$ cat src/rtl/wb_uart_tx.sv
// Wishbone classic slave: byte FIFO feeding an 8N1 UART transmitter (LSB first).
// Status register reports busy/full/empty/overflow and the FIFO fill count.
module wb_uart_tx #(
  parameter int unsigned DIV   = 1085,
  parameter int unsigned DEPTH = 16
) (
  input  logic        clk,
  input  logic        rst_n,
  input  logic        wb_cyc_i,
  input  logic        wb_stb_i,
  input  logic        wb_we_i,
  input  logic [1:0]  wb_adr_i,
  input  logic [15:0] wb_dat_i,
  output logic [15:0] wb_dat_o,
  output logic        wb_ack_o,
  output logic        tx_o,
  output logic        irq_o
);

  localparam int unsigned AW = $clog2(DEPTH);
  localparam int unsigned CW = AW + 1;

  typedef enum logic [1:0] {IDLE, START, DATA, STOP} state_t;

  state_t          state_q, state_d;
  logic [15:0]     div_q, div_d;
  logic [2:0]      bit_q, bit_d;
  logic [7:0]      shift_q, shift_d;
  logic            tx_q, tx_d;
  logic            ack_q, ack_d;
  logic [15:0]     dat_q, dat_d;
  logic            irq_q, irq_d;
  logic            ovf_q, ovf_d;
  logic [CW-1:0]   cnt_q, cnt_d;
  logic [AW-1:0]   wptr_q, wptr_d;
  logic [AW-1:0]   rptr_q, rptr_d;
  logic [7:0]      mem_q [DEPTH];

  logic            req, wr_data, push, pop, full, empty, bit_end;
  logic [15:0]     status;
  logic            unused_dat;

  assign unused_dat = ^wb_dat_i[15:8];

  assign req     = wb_cyc_i & wb_stb_i & ~ack_q;
  assign full    = (cnt_q == CW'(DEPTH));
  assign empty   = (cnt_q == '0);
  assign wr_data = req & wb_we_i & (wb_adr_i == 2'd0);
  // Full is judged on the registered count, so a same-cycle pop never frees room.
  assign push    = wr_data & ~full;
  assign bit_end = (div_q == 16'(DIV - 1));
  assign status  = {8'(cnt_q), 4'b0000, ovf_q, empty, full, (state_q != IDLE)};

  always_comb begin
    state_d = state_q;
    div_d   = div_q;
    bit_d   = bit_q;
    shift_d = shift_q;
    pop     = 1'b0;
    tx_d    = 1'b1;
    unique case (state_q)
      IDLE: begin
        div_d = '0;
        if (!empty) begin
          pop     = 1'b1;
          shift_d = mem_q[rptr_q];
          state_d = START;
        end
      end
      START: begin
        tx_d  = 1'b0;
        div_d = bit_end ? '0 : div_q + 16'd1;
        if (bit_end) begin
          state_d = DATA;
          bit_d   = '0;
        end
      end
      DATA: begin
        tx_d  = shift_q[0];
        div_d = bit_end ? '0 : div_q + 16'd1;
        if (bit_end) begin
          shift_d = shift_q >> 1;
          if (bit_q == 3'd7) state_d = STOP;
          else               bit_d   = bit_q + 3'd1;
        end
      end
      STOP: begin
        div_d = bit_end ? '0 : div_q + 16'd1;
        if (bit_end) begin
          if (!empty) begin
            pop     = 1'b1;
            shift_d = mem_q[rptr_q];
            state_d = START;
          end else begin
            state_d = IDLE;
          end
        end
      end
      default: state_d = IDLE;
    endcase
  end

  always_comb begin
    cnt_d  = cnt_q + CW'(push) - CW'(pop);
    wptr_d = wptr_q + AW'(push);
    rptr_d = rptr_q + AW'(pop);
    ovf_d  = ovf_q;
    if (wr_data && full)
      ovf_d = 1'b1;
    else if (req && wb_we_i && wb_adr_i == 2'd1 && wb_dat_i[3])
      ovf_d = 1'b0;
    ack_d = req;
    dat_d = (req && !wb_we_i && wb_adr_i == 2'd1) ? status : '0;
    irq_d = (cnt_d == '0) && (state_d == IDLE);
  end

  always_ff @(posedge clk) begin
    if (push) mem_q[wptr_q] <= wb_dat_i[7:0];
  end

  always_ff @(posedge clk) begin
    if (!rst_n) begin
      state_q <= IDLE;
      div_q   <= '0;
      bit_q   <= '0;
      shift_q <= '0;
      tx_q    <= 1'b1;
      ack_q   <= 1'b0;
      dat_q   <= '0;
      irq_q   <= 1'b1;
      ovf_q   <= 1'b0;
      cnt_q   <= '0;
      wptr_q  <= '0;
      rptr_q  <= '0;
    end else begin
      state_q <= state_d;
      div_q   <= div_d;
      bit_q   <= bit_d;
      shift_q <= shift_d;
      tx_q    <= tx_d;
      ack_q   <= ack_d;
      dat_q   <= dat_d;
      irq_q   <= irq_d;
      ovf_q   <= ovf_d;
      cnt_q   <= cnt_d;
      wptr_q  <= wptr_d;
      rptr_q  <= rptr_d;
    end
  end

  assign wb_dat_o = dat_q;
  assign wb_ack_o = ack_q;
  assign tx_o     = tx_q;
  assign irq_o    = irq_q;

endmodule
$ cat config.mk
export PLATFORM = sky130hd
export DESIGN_NAME = wb_uart_tx
export DESIGN_NICKNAME = d
export VERILOG_FILES = /design/src/rtl/wb_uart_tx.sv
export SDC_FILE = /design/constraint.sdc
export NUM_CORES = 1
export LEC_CHECK = 0
export BUFFER_PORTS_ARGS = -buffer_cell sky130_fd_sc_hd__buf_2
export CAP_MARGIN = 25
export CORE_AREA = 2 2 142 144
export CTS_BUF_LIST = sky130_fd_sc_hd__clkbuf_8 sky130_fd_sc_hd__clkbuf_16
export DETAILED_ROUTE_END_ITERATION = 10
export DIE_AREA = 0 0 144 146
export PLACE_DENSITY_LB_ADDON = 0.1
export SETUP_SLACK_MARGIN = 0.02
export SYNTH_ARGS = -nofsm -noshare
export SYNTH_HDL_FRONTEND = slang
export SYNTH_SLANG_ARGS = --single-unit
export TNS_END_PERCENT = 20
$ cat constraint.sdc
create_clock -name clk -period 4.62 [get_ports clk]
set_input_delay 0.462 -clock clk [delete_from_list [all_inputs] [get_ports clk]]
set_output_delay 0.462 -clock clk [all_outputs]
set_load 0.02 [all_outputs]
==> flow_metrics.tcl <==
set metrics [dict create \
    min_path_type "in2reg" \
    critPathBufInv 1 \
    grt_pass1_vias 4296 \
    end_kind "flip-flop" \
    detail_route.wl_per_cell_um 18.76 \
    synth_edf_count 128 \
    grtUsageTotal_pct 15.54 \
    whs_path_depth 3 \
    dpl.hpwl_mm 10.30 \
    most-common-layout-cells "128 x edfxtp_1, 54 x dfxtp_1, 42 x nor2_1" \
    die_area_mm2 0.02102 \
    drtAntennaViolNets 0 \
    ys_ff_latch 183 \
    avgSynthCellArea_um2 14.38 \
    ys_seq_area_share_pct 64.50 \
    sw_frac_of_total_pct 29.88 \
    antenna_cells 0 \
    combPwrFrac_pct 22.3 \
    ctsHoldBuffers 0 \
    crit_slowest_cell "or4_4" \
    port_buffers 26 \
    tns_ps 0 \
    clock_sinks 183 \
    utilization_pct 44.26 \
    first_iter_violations 297 \
    status "finished clean" \
    start_util_pct 39.65 \
    grt.overflow.total 0 \
    clkPwrFrac_pct 32.3 \
    ys_types 53 \
    finalSetupViolations 0 \
    place_congestion 0.7452 \
    max-slew-margin-rel_pct 42.49 \
    ys_warn_count 0 \
    post-cts-setup-buffer-count 0 \
    critPathLaunchType "flip-flop" \
    final_common_cell "edfxtp_1" \
    vdd_drop_max_mv 0.2247 \
    crit_required_ps 4970 \
    n_fill_cell 1731 \
    clk_pin_slew_ps 70 \
    drt-total-wl_mm 15.66 \
    io_pins 42 \
    tightest_slew_ps 859.4 \
    worstSkewPairLatency_ps 430 \
    slew_viol_final 0 \
    crit_cells 14 \
    setup_ws_ps 613.7 \
    nNetsFinal 598 \
    post-route-period-util_pct 86.72 \
    crit_chain "inv_1 -> ha_1 -> nor3b_1 -> and4_1 -> a21oi_2 -> nor3_1 -> xor2_1 -> ha_1 -> fa_1 -> and3b_1 -> or4_4 -> a2111oi_2 -> o2111ai_1 -> a22oi_1" \
    crit_type "reg2reg" \
    p_leak_nw 2.863 \
    tritoncts "done" \
    pwr-share-seq_pct 45.4 \
    dp_slack_ps 618.9 \
    cts_buffers 17 \
    power.internal_w 0.002938 \
    grt_max_degree 30 \
    holdWs_ps 380.5 \
    antenna_found_initial 0 \
    synthFlopType "edfxtp_1" \
    syn_to_final_growth_pct 11.64 \
    async_flop_share_pct 0 \
    hold_violations 0 \
    ff2ff_path_depth 14 \
    drc 0 \
    syn-cell-area_mm2 0.007666 \
    period_needed_ps 4006 \
    cts_htree_levels 4 \
    drt_first_pass_iters 4 \
    drive_gt1_share_pct 16.84 \
    rsz0062_at_grt "false" \
    cts_root_buffer "clkbuf_16" \
    fmax_ghz 0.2496 \
    die_h_um 146 \
    dpl_cell_area_mm2 0.008011 \
    postLayoutCellArea_mm2 0.008558 \
    critPathArrivalTime_ps 4350 \
    vias 4331 \
    p_switching_w 0.001252 \
    fin_skew_ps 10.01 \
    drv_cap 0 \
    timing.critical_path.mode_cell "ha_1" \
    core_mm2 0.01933 \
    die_w_um 144 \
    crit_path_max_fanout 7 \
    via_per_inst 5.187 \
    grt_pass1_wl_mm 24.03 \
    pwr_density_cell_mw_per_mm2 489.5 \
    clockBufferDepth 2 \
    cp_slowest_stage_delay_ps 520 \
    crit_family "simple AND/OR/NAND/NOR gates" \
    rows 51 \
    synthCells 533 \
    ctsResizeCount 0 \
]
-- per-stage QoR --
step	instances	power, W
finish	835	0.004190
global placement	803	0.002874
global route	835	0.004395
floorplan	539	0.002683
CTS	835	0.004238
detailed placement	803	0.002889
-- worst paths after layout --
check            from        to  slack (ps)
max          div_q[0]     irq_o         610
min          wb_stb_i  wb_ack_o         380
max reg2reg  div_q[0]     irq_o         610
min reg2reg  div_q[0]  div_q[0]         480
-- final cells by class --
type	instances	area [um2]	area share [%]
Sequential cell	183	4946	57.79
Multi-Input combinational cell	308	2495	29.15
Clock buffer	17	425.4	4.971
Tap cell	265	331.6	3.874
Timing Repair Buffer	34	190.2	2.222
Clock inverter	15	121.4	1.418
Inverter	13	48.80	0.5702
-- synth_stat cells, types with 2 or more instances --
| master | instances | share of area [%] |
|---|---|---|
| edfxtp_1 | 128 | 50 |
| dfxtp_1 | 55 | 14 |
| nor2_1 | 42 | 2.1 |
| mux2i_1 | 33 | 4.3 |
| a221oi_1 | 22 | 2.5 |
| nand3_1 | 20 | 1.3 |
| and2_1 | 19 | 1.6 |
| nand2_1 | 18 | 0.88 |
| ha_1 | 17 | 2.8 |
| mux4_2 | 16 | 4.7 |
| xor2_1 | 13 | 1.5 |
| inv_1 | 12 | 0.59 |
| buf_4 | 11 | 1.1 |
| clkbuf_1 | 11 | 0.54 |
| a21oi_1 | 10 | 0.65 |
| buf_2 | 10 | 0.65 |
| o21a_1 | 8 | 0.78 |
| o21ai_0 | 8 | 0.52 |
| o221ai_2 | 7 | 1.4 |
| xnor2_1 | 7 | 0.80 |
| nand2b_1 | 6 | 0.49 |
| nor3_1 | 6 | 0.39 |
| and3_1 | 5 | 0.41 |
| a22oi_1 | 4 | 0.39 |
| o31ai_1 | 4 | 0.39 |
| and4_1 | 3 | 0.34 |
| nand3b_1 | 3 | 0.29 |
| nand4_1 | 3 | 0.24 |
| nor2b_1 | 3 | 0.24 |
| or3_1 | 3 | 0.24 |
| buf_6 | 2 | 0.29 |
| nor4_2 | 2 | 0.33 |
| nor4b_2 | 2 | 0.39 |
-- layer usage --
| layer | GRT usage [%] | share of wire [%] | vias up |
|---|---|---|---|
| met5 | 0 | 0 | - |
| met3 | 3.422 | 5.1 | 17 |
| li1 | - | - | 2059 |
| met2 | 25.00 | 48 | 90 |
| met4 | 4.559 | 1.3 | 0 |
| met1 | 21.13 | 45 | 2165 |
-- power by group through the flow --
stage / logic (W) / registers [W] / clock network [W]
CTS: 0.000953 / 0.00190 / 0.00138
floorplan: 0.000781 / 0.00190 / 0
detailed placement: 0.000948 / 0.00194 / 0
finish: 0.000936 / 0.00190 / 0.00135
global placement: 0.000936 / 0.00194 / 0
global route: 0.00104 / 0.00191 / 0.00144
-- cell families (layout without fill, tap and decap cells) --
| kind of cell | count (synthesis) | in the layout | share of synthesized area (%) |
|---|---|---|---|
| buf+inv | 48 | 79 | 3.248 |
| other cells | 1 | 7 | 0.04892 |
| mux | 49 | 49 | 9.009 |
| flops | 183 | 183 | 64.50 |
| fa+ha+maj | 18 | 18 | 3.036 |
| xor+xnor | 20 | 20 | 2.285 |
| compound gates | 71 | 71 | 7.785 |
| simple gates | 143 | 143 | 10.09 |
-- state kept, by name, indices dropped and copies added, names as in the netlist, 3 cells and up --
name      count
bit_q         3
wb_dat_o      9
rptr_q        4
mem_q       128
wptr_q        4
shift_q       8
div_q        16
cnt_q         5
-- worst register-to-register path, stage by stage, from the launching register on --
cell,delay (ps)
dfxtp_1,330
inv_1,60
ha_1,130
nor3b_1,230
and4_1,450
a21oi_2,130
nor3_1,370
xor2_1,120
ha_1,250
fa_1,400
and3b_1,210
or4_4,520
a2111oi_2,410
o2111ai_1,160
a22oi_1,160
No activity file was read; power rests on OpenSTA's default activity.
